--- config.mk ---
export PLATFORM = sky130hd
export DESIGN_NAME = fifo_read_ctrl
export DESIGN_NICKNAME = d
export VERILOG_FILES = /design/src/rtl/fifo_read_ctrl.sv
export SDC_FILE = /design/constraint.sdc
export NUM_CORES = 1
export LEC_CHECK = 0
export CELL_PAD_IN_SITES_DETAIL_PLACEMENT = 1
export CELL_PAD_IN_SITES_GLOBAL_PLACEMENT = 2
export CORE_MARGIN = 4
export CORE_UTILIZATION = 28
export CTS_CLUSTER_DIAMETER = 200
export DETAILED_ROUTE_END_ITERATION = 8
export GPL_ROUTABILITY_DRIVEN = 0
export GPL_TIMING_DRIVEN = 0
export PLACE_DENSITY_LB_ADDON = 0.1
export SLEW_MARGIN = 10
export SYNTH_ARGS = -nofsm -noshare
export SYNTH_HDL_FRONTEND = slang
export SYNTH_SLANG_ARGS = --single-unit
--- constraint.sdc ---
create_clock -name clock -period 3.9 [get_ports clock]
set_clock_uncertainty 0.05 [all_clocks]
set_input_delay 0.78 -clock clock [delete_from_list [all_inputs] [get_ports clock]]
set_output_delay 0.78 -clock clock [all_outputs]
set_load 0.1 [all_outputs]
--- src/rtl/fifo_read_ctrl.sv ---
// Read-side controller for the synchronous FIFO: wrap-bit read pointer,
// level flags, 1-cycle-latency RAM fetch and a 2-entry first-word-fall-through
// prefetch buffer presenting data on a valid/ready interface.
module fifo_read_ctrl #(
    parameter int unsigned BUFFER_WIDTH       = 3,
    parameter int unsigned DATA_WIDTH         = 8,
    parameter int unsigned ALMOST_EMPTY_LEVEL = 1
) (
    input  logic                    clock,
    input  logic                    reset,
    input  logic [BUFFER_WIDTH:0]   write_Pointer,
    input  logic                    flush,
    output logic [BUFFER_WIDTH:0]   read_Pointer,
    output logic [BUFFER_WIDTH-1:0] read_Address,
    output logic                    mem_Read_Enable,
    input  logic [DATA_WIDTH-1:0]   mem_Read_Data,
    output logic [DATA_WIDTH-1:0]   data_Out,
    output logic                    data_Valid,
    input  logic                    data_Ready,
    output logic [BUFFER_WIDTH+1:0] fill_Level,
    output logic                    sig_Empty,
    output logic                    sig_Almost_Empty,
    output logic                    sig_Pointer_Error
);

    localparam int unsigned PTR_W  = BUFFER_WIDTH + 1;
    localparam int unsigned FILL_W = BUFFER_WIDTH + 2;
    localparam int unsigned DEPTH  = 1 << BUFFER_WIDTH;

    // Encoding equals the number of words held in the prefetch buffer.
    typedef enum logic [1:0] {
        BUF_EMPTY = 2'd0,
        BUF_ONE   = 2'd1,
        BUF_TWO   = 2'd2
    } buf_state_t;

    buf_state_t             state_q, state_d;
    logic [PTR_W-1:0]       read_ptr_q, read_ptr_d;
    logic                   fetch_pending_q, fetch_pending_d;
    logic [DATA_WIDTH-1:0]  buf0_q, buf0_d;
    logic [DATA_WIDTH-1:0]  buf1_q, buf1_d;
    logic                   valid_q, valid_d;
    logic                   error_q, error_d;

    logic [PTR_W-1:0]       storage;
    logic [1:0]             buf_count;
    logic [2:0]             occupancy;
    logic                   pop;
    logic                   capture;
    logic                   fetch;

    // Next-state logic: fetch decision, pointer advance, buffer shift/capture.
    always_comb begin
        state_d         = state_q;
        read_ptr_d      = read_ptr_q;
        fetch_pending_d = fetch_pending_q;
        buf0_d          = buf0_q;
        buf1_d          = buf1_q;
        error_d         = error_q;

        storage   = write_Pointer - read_ptr_q;
        buf_count = 2'(state_q);
        occupancy = 3'(buf_count) + 3'(fetch_pending_q);
        pop       = valid_q & data_Ready;
        capture   = fetch_pending_q;
        // Never let buffered + in-flight words exceed two after this edge.
        fetch     = (storage != '0) && (occupancy < (3'd2 + 3'(pop))) && !flush;

        if (flush) begin
            // Drop everything unread, including a word still coming from RAM.
            read_ptr_d      = write_Pointer;
            state_d         = BUF_EMPTY;
            fetch_pending_d = 1'b0;
            error_d         = 1'b0;
        end else begin
            error_d         = error_q | (storage > PTR_W'(DEPTH));
            fetch_pending_d = fetch;
            if (fetch) begin
                read_ptr_d = read_ptr_q + PTR_W'(1);
            end
            case (state_q)
                BUF_EMPTY: begin
                    if (capture) begin
                        buf0_d  = mem_Read_Data;
                        state_d = BUF_ONE;
                    end
                end
                BUF_ONE: begin
                    case ({pop, capture})
                        2'b10:   state_d = BUF_EMPTY;
                        2'b01: begin
                            buf1_d  = mem_Read_Data;
                            state_d = BUF_TWO;
                        end
                        2'b11:   buf0_d = mem_Read_Data;
                        default: state_d = BUF_ONE;
                    endcase
                end
                BUF_TWO: begin
                    if (pop) begin
                        buf0_d = buf1_q;
                        if (capture) begin
                            buf1_d = mem_Read_Data;
                        end else begin
                            state_d = BUF_ONE;
                        end
                    end
                end
                default: state_d = BUF_EMPTY;
            endcase
        end

        valid_d = (state_d != BUF_EMPTY);
    end

    // State registers with synchronous reset.
    always_ff @(posedge clock) begin
        if (reset) begin
            state_q         <= BUF_EMPTY;
            read_ptr_q      <= '0;
            fetch_pending_q <= 1'b0;
            buf0_q          <= '0;
            buf1_q          <= '0;
            valid_q         <= 1'b0;
            error_q         <= 1'b0;
        end else begin
            state_q         <= state_d;
            read_ptr_q      <= read_ptr_d;
            fetch_pending_q <= fetch_pending_d;
            buf0_q          <= buf0_d;
            buf1_q          <= buf1_d;
            valid_q         <= valid_d;
            error_q         <= error_d;
        end
    end

    // Output mapping; level flags count storage, in-flight and buffered words.
    assign read_Pointer      = read_ptr_q;
    assign read_Address      = read_ptr_q[BUFFER_WIDTH-1:0];
    assign mem_Read_Enable   = fetch;
    assign data_Out          = buf0_q;
    assign data_Valid        = valid_q;
    assign fill_Level        = FILL_W'(storage) + FILL_W'(fetch_pending_q) + FILL_W'(buf_count);
    assign sig_Empty         = (fill_Level == '0);
    assign sig_Almost_Empty  = (fill_Level <= FILL_W'(ALMOST_EMPTY_LEVEL));
    assign sig_Pointer_Error = error_q;

endmodule
==> flow_summary.ini <==
[pwr]
cellLeakagePower_nw = 0.878
fin_total_pwr_mw = 0.934
peakVddDrop_uv = 231
cellPowerDensity_mw_per_mm2 = 433

[clock_tree]
tritoncts_num_sinks = 25
clk_latency_ns = 0.27
clockBufferDepth = 2
cts_root_buf = sky130_fd_sc_hd__clkbuf_8
cts.reportedPaths.clkPinSlew_ns = 0.09
h-tree-depth = 1
cts_inserted_buffers = 3
cts_tree = done

[drt]
route.detailed.drc = 0
wl_um = 4220
vias = 1316
drt_first_pass_iters = 4
avgViaCountPerCell = 4.63
wl_per_cell_um = 14.8
starting_drc_count_in_detailed_routing = 23
antenna_violating_nets_post_route = 0

[finish]
final_net_count = 243
drive_above_1_share = 0.229
postLayoutCoreUtil = 0.415
antenna_cells = 0
syn2layout_area_growth_pct = 40.6

[floorplan]
die_height_um = 82.0
floorplan.initialDensity = 0.295
core_mm2 = 0.00520
die_area_mm2 = 0.00673
pin_count = 41
rows = 26
chipWidth_um = 82.0

[setup_path]
critical_path.max_fanout = 4
worst-endpoint-arrival_ns = 2.97
timing.rr.end = read_Pointer[2]$_SDFFE_PP0P_
max_stage_delay_ns = 0.57
cp_common_cell = sky130_fd_sc_hd__inv_2
cp.depth = 11
worst_ep_required_time_ns = 3.07
critical_path_startpoint_category = primary input
worstPathBufferInverterCount = 5
start_of_the_worst_register_to_register_path = read_Pointer[0]$_SDFFE_PP0P_
worst_path_max_delay_cell = sky130_fd_sc_hd__fa_2
regToRegSetupSlack_ns = 1.44
worstPathCellList = buf_2 -> inv_2 -> ha_4 -> inv_2 -> fa_2 -> inv_2 -> fa_2 -> nor3b_2 -> o21ai_2 -> nor4_4 -> buf_6
type_of_the_worst_setup_path = in2out
critical-path-top-delay-family = adder cells
worstSetupEndpointType = output pin
ff2ff_path_depth = 8

[global_routing]
grt_first_pass_wirelength_um = 6810
grt_start_max_net_pins = 16
grt_pass1_vias = 1418
grt_antenna_before_repair = 0
global_route.overflow_total = 0
globalRouteTotalUtil = 0.132

[place]
port-buffer-count = 39
place_ws_ns = -1.28
dpl_wire_length_um = 3310

[min_path]
holdPathEnd = sig_Pointer_Error$_SDFF_PP0_
min-delay-path-class = reg2reg
hold_start = sig_Pointer_Error$_SDFF_PP0_
worstHoldPathCells = 1

[logic_synthesis]
ys_seq_area_frac = 0.326
yosys_warnings = 0
yosysUniqueCellTypes = 43
yosysMostFrequentCell = sky130_fd_sc_hd__nor2_1
async_reset_ff_frac = 0
synth_ff_type = sky130_fd_sc_hd__dfxtp_1
synthesis.nets = 196
synth.cell_area_mm2 = 0.00154
ys_seq_elements = 25
synthesis.instances = 168
synth_enable_flop_cells = 0
post_synth.cell_area_avg_um2 = 9.14
synth_area_leaders = sky130_fd_sc_hd__dfxtp_1 33%, sky130_fd_sc_hd__mux2i_1 11%, sky130_fd_sc_hd__ha_1 7.3%, sky130_fd_sc_hd__nor2_1 7.1%, sky130_fd_sc_hd__fa_1 3.9%
post_synth_most_frequent_cells = 29 x sky130_fd_sc_hd__nor2_1, 25 x sky130_fd_sc_hd__dfxtp_1, 17 x sky130_fd_sc_hd__mux2i_1, 14 x sky130_fd_sc_hd__inv_1, 9 x sky130_fd_sc_hd__ha_1
yosys.area.top_type_share = 0.326
yosys.area.top_type = sky130_fd_sc_hd__dfxtp_1

[timing]
min_period_over_period = 0.975
endpoints_failing_hold = 0
final_setup_viols = 0
period_needed_ns = 3.80
aggregate_negative_setup_slack_ns = 0
tightestPinTransition_ns = 0.986
maxSlewViolCount = 0
finalWorstSetupSlack_ns = 0.0982
setup_repair_after_global_routing_missed_its_margin = no
max_slew_margin = 0.341
fmaxAchievable_mhz = 263
hold_slack_ns = 0.433

[run_status]
result_of_the_run = finished clean

[job]
maxCapViolations = 0
## logic make-up after synthesis
kind of cell,after synthesis,synth area share
compound gates,33,0.170
xor+xnor,7,0.0448
fa+ha+maj,12,0.112
buf+inv,23,0.0693
flops,25,0.326
mux,18,0.118
simple gates,50,0.160
## cell type report
type	count	area [µm²]
flip-flops and latches	25	503
repair buffers	42	398
plain buffers	9	53.8
inverters	14	52.6
multi-input cells	120	1010
clock buffers	3	41.3
clock inverters	1	7.51
well taps	70	87.6
fillers	616	3050
## how the worst max path moves through the flow
stage	from	to	slack (ns)
floorplan	write_Pointer[0]	sig_Empty	-0.30
global placement	write_Pointer[0]	sig_Empty	-1.18
detailed placement	write_Pointer[0]	sig_Empty	-1.28
CTS	write_Pointer[2]	fill_Level[4]	0.03
global route	write_Pointer[0]	sig_Empty	0.004
finish	write_Pointer[0]	sig_Empty	0.1
## where the power goes
group / total [mW] / switching [mW] / internal [mW]
sequential: 0.283 / 0.0146 / 0.269
clock: 0.156 / 0.0838 / 0.0723
combinational: 0.494 / 0.359 / 0.136
total: 0.934 / 0.457 / 0.477
## stage by stage
stage                     std cells  area, µm²
final                           284       2160
after global routing            284       2160
after CTS                       284       2150
after detailed placement        277       2080
after global placement          277       2080
after floorplan                 168       1600
## registers in the layout, indices dropped and copies added, names as in the netlist
signal	cells
data_Out	8
sig_Pointer_Error	1
buf1_q	8
read_Pointer	4
data_Valid	1
buf_count	2
capture	1
## what timing repair did
action	in CTS	in global routing
hold endpoints to repair	0	0
hold buffers	0	0
pin swaps	5	1
resized for setup	51	2
setup buffers	3	0
setup endpoints to repair	8	3
## layout by cell type, fill, tap and decap left out, types with 3 or more instances in the layout
cell,Yosys,layout
sky130_fd_sc_hd__nor3_1,5,3
sky130_fd_sc_hd__mux2i_1,17,17
sky130_fd_sc_hd__ha_1,9,8
sky130_fd_sc_hd__a211oi_1,8,8
sky130_fd_sc_hd__clkdlybuf4s50_1,0,29
sky130_fd_sc_hd__clkbuf_8,0,3
sky130_fd_sc_hd__a21oi_1,8,8
sky130_fd_sc_hd__dfxtp_1,25,23
sky130_fd_sc_hd__buf_2,1,4
sky130_fd_sc_hd__nand2b_1,3,3
sky130_fd_sc_hd__xnor2_1,4,3
sky130_fd_sc_hd__inv_1,14,11
sky130_fd_sc_hd__buf_4,5,8
sky130_fd_sc_hd__nor2_1,29,28
sky130_fd_sc_hd__inv_2,0,3
## routing by layer
metal | wire [µm] | global-route usage | part of all wire | vias to the layer above
met5 | 0 | 0 | 0 | -
li1 | - | - | - | 662
met1 | 1960 | 0.163 | 0.46 | 630
met3 | 113 | 0.0208 | 0.027 | 2
met2 | 2120 | 0.242 | 0.50 | 22
met4 | 22 | 0.0199 | 0.0052 | 0
Note: power is estimated with default switching activity, not from simulation.
